===== src/rtl/pipe_stage_reg.sv =====
// ---------------------------------------------------------------------------
// pipe_stage_reg
//
// Purpose:
//   One pipeline register between two adjacent stages (MEM->WB by default).
//   It carries the GPR write payload (address, enable, data) and the HI/LO
//   write payload (hi, lo, enable). It follows the central stall vector,
//   squashes its contents on flush, and marks inserted NOPs as bubbles.
//   Optional saturating bubble/hold counters are available for performance
//   debug when the macro PIPE_PERF_CNT_EN is defined. Without the macro the
//   counter ports still exist, are tied to zero, and no counter flops are
//   built. Payload behaviour is the same in both builds.
//
// Ports:
//   clk        in   1        clock, all state changes on the rising edge
//   rst        in   1        synchronous reset, active-high
//   stall      in   STALL_W  per-stage stall vector, 1 = stop
//   flush      in   1        squash the stage contents
//   in_wd      in   ADDR_W   upstream GPR write address
//   in_wreg    in   1        upstream GPR write enable
//   in_wdata   in   DATA_W   upstream GPR write data
//   in_hi      in   DATA_W   upstream HI value
//   in_lo      in   DATA_W   upstream LO value
//   in_whilo   in   1        upstream HI/LO write enable
//   out_wd     out  ADDR_W   registered GPR write address
//   out_wreg   out  1        registered GPR write enable
//   out_wdata  out  DATA_W   registered GPR write data
//   out_hi     out  DATA_W   registered HI value
//   out_lo     out  DATA_W   registered LO value
//   out_whilo  out  1        registered HI/LO write enable
//   out_bubble out  1        1 = register holds an inserted NOP
//   bubble_cnt out  CNT_W    saturating count of inserted bubbles
//   hold_cnt   out  CNT_W    saturating count of hold cycles
//
// Parameters:
//   STAGE selects the upstream stall bit; the downstream bit is STAGE+1,
//   so STAGE+1 must be below STALL_W. NOP_ADDR is the address shown while
//   the register holds a bubble. CNT_W only matters with PIPE_PERF_CNT_EN.
// ---------------------------------------------------------------------------
module pipe_stage_reg #(
  parameter int                 DATA_W   = 32,
  parameter int                 ADDR_W   = 5,
  parameter int                 STALL_W  = 6,
  parameter int                 STAGE    = 4,
  parameter logic [ADDR_W-1:0]  NOP_ADDR = '0,
  parameter int                 CNT_W    = 16
) (
  input  logic               clk,
  input  logic               rst,
  input  logic [STALL_W-1:0] stall,
  input  logic               flush,
  input  logic [ADDR_W-1:0]  in_wd,
  input  logic               in_wreg,
  input  logic [DATA_W-1:0]  in_wdata,
  input  logic [DATA_W-1:0]  in_hi,
  input  logic [DATA_W-1:0]  in_lo,
  input  logic               in_whilo,
  output logic [ADDR_W-1:0]  out_wd,
  output logic               out_wreg,
  output logic [DATA_W-1:0]  out_wdata,
  output logic [DATA_W-1:0]  out_hi,
  output logic [DATA_W-1:0]  out_lo,
  output logic               out_whilo,
  output logic               out_bubble,
  output logic [CNT_W-1:0]   bubble_cnt,
  output logic [CNT_W-1:0]   hold_cnt
);

  // What the register does on the coming edge when reset is not asserted.
  typedef enum logic [1:0] {
    ACT_FLUSH  = 2'd0,
    ACT_BUBBLE = 2'd1,
    ACT_LOAD   = 2'd2,
    ACT_HOLD   = 2'd3
  } action_e;

  logic    upStall;
  logic    downStall;
  action_e action;

  // Only two bits of the stall vector matter here; the rest are folded into
  // a dummy so the whole vector counts as consumed.
  logic    unusedStallBits;

  logic [ADDR_W-1:0] wd_q,    wd_d;
  logic              wreg_q,  wreg_d;
  logic [DATA_W-1:0] wdata_q, wdata_d;
  logic [DATA_W-1:0] hi_q,    hi_d;
  logic [DATA_W-1:0] lo_q,    lo_d;
  logic              whilo_q, whilo_d;
  logic              bubble_q, bubble_d;

  assign upStall         = stall[STAGE];
  assign downStall       = stall[STAGE+1];
  assign unusedStallBits = ^stall;

  // Priority decode of the edge action. Flush beats any stall combination,
  // so a squash during a full stall still clears the stage. An upstream
  // stall with a free downstream stage pushes a bubble forward. The
  // downstream-only stall is not a legal ctrl output and simply loads.
  always_comb begin
    action = ACT_LOAD;
    if (flush) begin
      action = ACT_FLUSH;
    end else if (upStall && !downStall) begin
      action = ACT_BUBBLE;
    end else if (!upStall) begin
      action = ACT_LOAD;
    end else begin
      action = ACT_HOLD;
    end
  end

  // Next-state payload. Flush and bubble both insert a NOP; a hold keeps
  // every field including the bubble flag, so a held bubble stays a bubble
  // and a held instruction stays valid.
  always_comb begin
    wd_d     = wd_q;
    wreg_d   = wreg_q;
    wdata_d  = wdata_q;
    hi_d     = hi_q;
    lo_d     = lo_q;
    whilo_d  = whilo_q;
    bubble_d = bubble_q;
    case (action)
      ACT_FLUSH, ACT_BUBBLE: begin
        wd_d     = NOP_ADDR;
        wreg_d   = 1'b0;
        wdata_d  = '0;
        hi_d     = '0;
        lo_d     = '0;
        whilo_d  = 1'b0;
        bubble_d = 1'b1;
      end
      ACT_LOAD: begin
        wd_d     = in_wd;
        wreg_d   = in_wreg;
        wdata_d  = in_wdata;
        hi_d     = in_hi;
        lo_d     = in_lo;
        whilo_d  = in_whilo;
        bubble_d = 1'b0;
      end
      default: begin
        wd_d     = wd_q;
        wreg_d   = wreg_q;
        wdata_d  = wdata_q;
        hi_d     = hi_q;
        lo_d     = lo_q;
        whilo_d  = whilo_q;
        bubble_d = bubble_q;
      end
    endcase
  end

  // Payload register. Reset loads the NOP values and marks a bubble; it
  // overrides any stall or flush on the same edge.
  always_ff @(posedge clk) begin
    if (rst) begin
      wd_q     <= NOP_ADDR;
      wreg_q   <= 1'b0;
      wdata_q  <= '0;
      hi_q     <= '0;
      lo_q     <= '0;
      whilo_q  <= 1'b0;
      bubble_q <= 1'b1;
    end else begin
      wd_q     <= wd_d;
      wreg_q   <= wreg_d;
      wdata_q  <= wdata_d;
      hi_q     <= hi_d;
      lo_q     <= lo_d;
      whilo_q  <= whilo_d;
      bubble_q <= bubble_d;
    end
  end

  assign out_wd     = wd_q;
  assign out_wreg   = wreg_q;
  assign out_wdata  = wdata_q;
  assign out_hi     = hi_q;
  assign out_lo     = lo_q;
  assign out_whilo  = whilo_q;
  assign out_bubble = bubble_q;

`ifdef PIPE_PERF_CNT_EN

  logic [CNT_W-1:0] bubbleCnt_q, bubbleCnt_d;
  logic [CNT_W-1:0] holdCnt_q,   holdCnt_d;

  // Counters stick at all-ones instead of wrapping so a long run still
  // reads as "at least this many". A flush inserts a NOP but is not a
  // stall-induced bubble, so it leaves both counters alone.
  always_comb begin
    bubbleCnt_d = bubbleCnt_q;
    holdCnt_d   = holdCnt_q;
    if (action == ACT_BUBBLE && bubbleCnt_q != '1) begin
      bubbleCnt_d = bubbleCnt_q + CNT_W'(1);
    end
    if (action == ACT_HOLD && holdCnt_q != '1) begin
      holdCnt_d = holdCnt_q + CNT_W'(1);
    end
  end

  // Counter registers, cleared only by reset.
  always_ff @(posedge clk) begin
    if (rst) begin
      bubbleCnt_q <= '0;
      holdCnt_q   <= '0;
    end else begin
      bubbleCnt_q <= bubbleCnt_d;
      holdCnt_q   <= holdCnt_d;
    end
  end

  assign bubble_cnt = bubbleCnt_q;
  assign hold_cnt   = holdCnt_q;

`else

  assign bubble_cnt = '0;
  assign hold_cnt   = '0;

`endif

endmodule


===== config.mk =====
export PLATFORM = sky130hd
export DESIGN_NAME = pipe_stage_reg
export DESIGN_NICKNAME = d
export VERILOG_FILES = /design/src/rtl/pipe_stage_reg.sv
export SDC_FILE = /design/constraint.sdc
export NUM_CORES = 1
export LEC_CHECK = 0
export ABC_CLOCK_PERIOD_IN_PS = 2200
export CAP_MARGIN = 20
export CORE_UTILIZATION = 42
export CTS_CLUSTER_DIAMETER = 30
export CTS_CLUSTER_SIZE = 12
export DETAILED_ROUTE_END_ITERATION = 10
export PLACE_DENSITY = 0.86
export SLEW_MARGIN = 20
export SYNTH_ARGS = -nofsm -noshare
export SYNTH_HDL_FRONTEND = slang
export SYNTH_SLANG_ARGS = --single-unit

===== constraint.sdc =====
create_clock -name clk -period 2.2 [get_ports clk]
set_input_delay 0.44 -clock clk [delete_from_list [all_inputs] [get_ports clk]]
set_output_delay 0.44 -clock clk [all_outputs]
set_load 0.005 [all_outputs]

==> results.toml, run 1 <==
[outcome]
status = "complete, no violations"

[route]
finalWirelength_um = 11500
drtAntennaViolNets = 0
first_pass_iters = 4
drt_iter0_drc = 167
vias = 3949
drcViolationCount = 0
drt-wirelength-per-cell_um = 14.1
drt-vias-per-instance = 4.84

[floorplanning]
core_um2 = 10500
row_count = 37
pin_count = 248
die_y_um = 107
initial_utilization_pct = 43.8
dieArea_um2 = 11300
die_w_um = 107

[logic_synthesis]
synth_top_area_cell = "dfxtp_1"
yosysTopAreaCellShare_pct = 45.4
ys_types = 14
synth_top_cells_by_area = "dfxtp_1 45%, nand2b_1 14%, a21oi_2 11%"
ys_seq_area_share_pct = 45.4
synthCells = 496
netlist_area_um2 = 4590
ys.warnings.count = 0
ys_ff_latch = 104
syn_avg_cell_area_um2 = 9.25

[timing]
setup_slack_ns = 0.518
fmax_mhz = 595
fin_setup_tns_ns = 0
skew_ns = 0
setup_viol = 0
final_max_slew_viol_count = 0
period_share_pct = 76.5
period_needed_ns = 1.68
hold_viol = 0
rsz0062_at_grt = "false"
worst_pin_slew_ns = 0.589
relSlewSlack_pct = 60.7

[worst_setup_path]
arrival_ns = 1.24
r2r_start = "out_wdata[28]$_SDFFE_PP0P_"
worstPathRequired_ns = 1.76
path_class = "flip-flop to output pin"
cp_top_family = "buffers and inverters"
worstPathCellList = "clkdlybuf4s50_1"
cpPeakStageDelay_ns = 0.54
worstPathMaxFanout = 2
rr_worst_depth = 2
cp_num_buf_inv = 1
cp-start-kind = "flip-flop"
end_kind = "output pin"
regToRegSetupSlack_ns = 1.46
r2r_end = "out_wdata[28]$_SDFFE_PP0P_"
worst_path_max_delay_cell = "clkdlybuf4s50_1"

[worst_hold_path]
hold_end = "out_hi[0]$_SDFFE_PP0P_"
min_path_cells = 3
hold_start = "stall[4]"
hold_path_class = "primary input to flip-flop"

[clock_network]
clk_latency_ns = 0.34
post_cts_resize_count = 0
clk_pin_slew_ns = 0.11
cts_buffers = 9
root_buffer = "clkbuf_8"
cts-hold-fix-buffers = 0
cts_setup_buffers = 0
clk_path_buf_depth = 2
cts-htree-levels = 3
cts.sinks = 104
cts_tree = "built"

[pwr]
sw_frac_of_total_pct = 24.4
p_leak_nw = 2.27
p_int_w = 0.00280
p_total_w = 0.00371
power_frac_clock_pct = 31.0
powerDensity_nw_per_um2 = 554
combPwrFrac_pct = 16.0
seq_power_share_pct = 53.0
ir_worst_vdd_mv = 0.375
p_switching_w = 0.000905

[placement]
io_buffer_count = 211
dp.cells = 800
dpl_worst_slack_ns = 0.237
globalplace.congestion = 0.754
place_hpwl_um = 7870

[grt]
grt.total_usage_pct = 19.8
grt_pass1_wl_um = 18100
grt_max_degree = 110
first_global_vias = 3826
overflow = 0
antenna_found_initial = 0

[flow_run]
max_cap_viol_count = 0

[cells_and_area]
stdcell_count = 816
syn_to_final_growth_pct = 45.8
num-nets-final = 787
n_fill_cell = 875
antennaDiodeCount = 0
drive_gt1_share_pct = 12.4
==> metal layers <==
layer,GRT usage (%),routed length [um]
met5,0,0
met4,8.32,289
met3,5.15,915
met2,33.9,5610
met1,23.2,4690
==> through the flow <==
stage / area [um2] / utilization [%] / hold WS [ns]
global route: 6690 / 63.9 / 0.414
detailed placement: 6500 / 62.2 / 0.461
global placement: 6500 / 62.2 / 0.453
floorplan: 4700 / - / 0.464
CTS: 6690 / 63.9 / 0.403
finish: 6690 / 63.9 / 0.416
==> layout make-up <==
cell class / count / area [um2] / share of cell area, %
clock buffer: 9 / 124 / 1.85
clock inverter: 7 / 62.6 / 0.935
tap: 136 / 170 / 2.54
multi-input combinational: 344 / 2040 / 30.5
sequential: 104 / 2080 / 31.1
timing repair buffer: 216 / 2210 / 33.0
==> logic make-up (layout without fill, tap and decap cells) <==
group / count (synthesis) / in the layout / share of synthesized area (%)
buffers and inverters: 79 / 232 / 12.7
and+or+nand+nor: 208 / 208 / 25.6
AOI/OAI and AO/OA: 104 / 104 / 16.3
other: 1 / 32 / 0.0818
DFF: 104 / 104 / 45.4
==> state kept, by name, summed over array words and instances (netlist names) <==
name        count
out_wreg        1
out_wd          5
out_hi         32
out_wdata      32
out_whilo       1
out_bubble      1
out_lo         32
==> cell usage after synthesis <==
| library cell | number |
|---|---|
| buf_12 | 7 |
| or2_1 | 1 |
| a21oi_2 | 60 |
| buf_4 | 35 |
| a21oi_1 | 43 |
| nand3_1 | 103 |
| dfxtp_1 | 104 |
| conb_1 | 1 |
| a21o_1 | 1 |
| buf_1 | 2 |
| buf_2 | 19 |
| clkbuf_1 | 14 |
| nand2b_1 | 104 |
| buf_6 | 2 |
==> power groups by stage <==
stage	Sequential, W	Clock [W]	Combinational [W]
3_3_place_gp	0.00201	0	0.000579
2_1_floorplan	0.00201	0	0.000312
6_report	0.00197	0.00115	0.000592
3_5_place_dp	0.00201	0	0.000590
5_1_grt	0.00197	0.00128	0.000639
4_1_cts	0.00197	0.00119	0.000594
==> worst max-delay path by stage <==
stage                               startpoint                 endpoint  slack (ns)  cells after the start
floorplan                                flush   out_hi[0]$_SDFFE_PP0P_        0.99                      5
finish              out_wdata[22]$_SDFFE_PP0P_            out_wdata[22]        0.52                      1
CTS                     out_wd[1]$_SDFFE_PP0P_                out_wd[1]        0.49                      1
global placement                           rst  out_lo[13]$_SDFFE_PP0P_        0.27                      4
global route        out_wdata[19]$_SDFFE_PP0P_            out_wdata[19]        0.45                      1
detailed placement                         rst  out_lo[17]$_SDFFE_PP0P_        0.24                      4
==> cells in the final DEF (no fill, tap or decap), drive strengths merged <==
cell type and count:
clkdlybuf4s50 209, nand2b 104, dfxtp 104, nand3 103, a21oi 103, conb 32
clkbuf 9, buf 7, clkinv 5, or2 1, a21o 1, clkinvlp 1
bufinv 1
Power figures use the tool's default switching activity.
==> run 2, diff against run 1 <==
--- a/config.mk
+++ b/config.mk
@@ -5,13 +5,13 @@
 export SDC_FILE = /design/constraint.sdc
 export NUM_CORES = 1
 export LEC_CHECK = 0
-export ABC_CLOCK_PERIOD_IN_PS = 2200
+export ABC_CLOCK_PERIOD_IN_PS = 1800
 export CAP_MARGIN = 20
-export CORE_UTILIZATION = 42
+export CORE_UTILIZATION = 39
 export CTS_CLUSTER_DIAMETER = 30
 export CTS_CLUSTER_SIZE = 12
 export DETAILED_ROUTE_END_ITERATION = 10
-export PLACE_DENSITY = 0.86
+export PLACE_DENSITY = 0.8
 export SLEW_MARGIN = 20
 export SYNTH_ARGS = -nofsm -noshare
 export SYNTH_HDL_FRONTEND = slang
==> constraint.sdc (replaced) <==
create_clock -name clk -period 1.8 [get_ports clk]
set_input_delay 0.36 -clock clk [delete_from_list [all_inputs] [get_ports clk]]
set_output_delay 0.36 -clock clk [all_outputs]
set_load 0.005 [all_outputs]
==> results.toml, run 2 (synthesis results as in run 1) <==
[outcome]
status = "complete, no violations"

[timing]
rsz0062_at_grt = "false"
final_max_slew_viol_count = 0
period_share_pct = 87.5
period_needed_ns = 1.58
setup_viol = 0
fin_setup_tns_ns = 0
fmax_mhz = 635
hold_viol = 0
setup_slack_ns = 0.225
skew_ns = 0

[grt]
grt_max_degree = 75
antenna_found_initial = 0
grt_pass1_wl_um = 18800
overflow = 0
first_global_vias = 3927
grt.total_usage_pct = 18.6

[floorplanning]
row_count = 39
initial_utilization_pct = 40.2
die_w_um = 110
core_um2 = 11400
dieArea_um2 = 12200
die_y_um = 110
pin_count = 248

[cells_and_area]
multi_input_area_um2 = 2040
layout_common_cells = "209 x clkdlybuf4s50_1, 104 x nand2b_1, 104 x dfxtp_1, 103 x nand3_1, 60 x a21oi_2"
drive_gt1_share_pct = 12.3
num-nets-final = 790
n_fill_cell = 963
final_common_cell = "clkdlybuf4s50_1"
stdcell_count = 826
ff_latch_area_um2 = 2080
syn_to_final_growth_pct = 49.9
antennaDiodeCount = 0

[worst_setup_path]
arrival_ns = 1.22
critical_path_depth = 1
regToRegSetupSlack_ns = 1.10
worstPathCellList = "clkdlybuf4s50_1"
worstPathMaxFanout = 2
r2r_start = "out_bubble$_SDFFE_PP1P_"
cp_top_family = "buffers and inverters"
end_kind = "output pin"
rr_worst_depth = 2
path_class = "flip-flop to output pin"
worstPathRequired_ns = 1.44
r2r_end = "out_bubble$_SDFFE_PP1P_"
cpPeakStageDelay_ns = 0.55
cp_num_buf_inv = 1
worst_path_max_delay_cell = "clkdlybuf4s50_1"
cp-start-kind = "flip-flop"

[clock_network]
root_buffer = "clkbuf_16"
cts.sinks = 104
cts_setup_buffers = 0
post_cts_resize_count = 0
clk_path_buf_depth = 2
cts_buffers = 9
cts-htree-levels = 3
clk_pin_slew_ns = 0.07
cts-hold-fix-buffers = 0
clk_latency_ns = 0.33
cts_tree = "built"

[worst_hold_path]
min_path_cells = 3
hold_path_class = "primary input to flip-flop"
hold_start = "stall[5]"
hold_end = "out_wd[3]$_SDFFE_PP0P_"

[placement]
dpl_worst_slack_ns = 0.227
dp.cells = 810
globalplace.congestion = 0.766
place_hpwl_um = 8000
io_buffer_count = 211

[pwr]
powerDensity_nw_per_um2 = 759
ir_worst_vdd_mv = 0.542
p_leak_nw = 2.35

[route]
drt-wirelength-per-cell_um = 13.8
first_pass_iters = 4
drcViolationCount = 0
drt_iter0_drc = 212
finalWirelength_um = 11400
drtAntennaViolNets = 0
drt-vias-per-instance = 4.82
vias = 3981

[flow_run]
max_cap_viol_count = 0
-- run 2: layout make-up --
| class | count | area share [%] |
|---|---|---|
| well taps | 143 | 2.60 |
| clock buffers | 13 | 3.64 |
| clock inverters | 3 | 0.946 |
| repair buffers | 219 | 32.8 |
| flip-flops and latches | 104 | 30.3 |
| multi-input cells | 344 | 29.7 |
-- run 2: worst max-delay path by stage --
stage                                   end  slack [ns]                       start
floorplan            out_hi[0]$_SDFFE_PP0P_        0.67                       flush
global placement    out_lo[16]$_SDFFE_PP0P_        0.27                       flush
detailed placement  out_lo[18]$_SDFFE_PP0P_        0.23                       flush
CTS                           out_wdata[20]        0.19  out_wdata[20]$_SDFFE_PP0P_
global route                  out_wdata[21]        0.18  out_wdata[21]$_SDFFE_PP0P_
finish                        out_wdata[21]        0.22  out_wdata[21]$_SDFFE_PP0P_
-- run 2: per-layer routing --
layer  GRT usage, %  wire length (um)  up-vias
met5              0                 0        -
met4           9.33               335        0
met3           4.77               785       27
met2           31.3              5410      169
met1           22.0              4830     1825
li1               -                 -     1960
-- run 2: through the flow --
step	hold slack, ns	area, um2	total power (W)	utilization (%)
floorplan	0.464	4700	0.00284	-
global placement	0.454	6560	0.00317	57.4
detailed placement	0.457	6560	0.00319	57.4
CTS	0.375	6870	0.00528	60.2
global route	0.384	6870	0.00542	60.2
finish	0.385	6870	0.00522	60.2
-- run 2: power by group --
part / switching (W) / leakage, nW / total, W / internal (W)
sequential: 0.0000335 / 0.847 / 0.00240 / 0.00237
clock: 0.000822 / 0.154 / 0.00208 / 0.00126
combinational: 0.000299 / 1.35 / 0.000735 / 0.000436
total: 0.00115 / 2.35 / 0.00522 / 0.00406
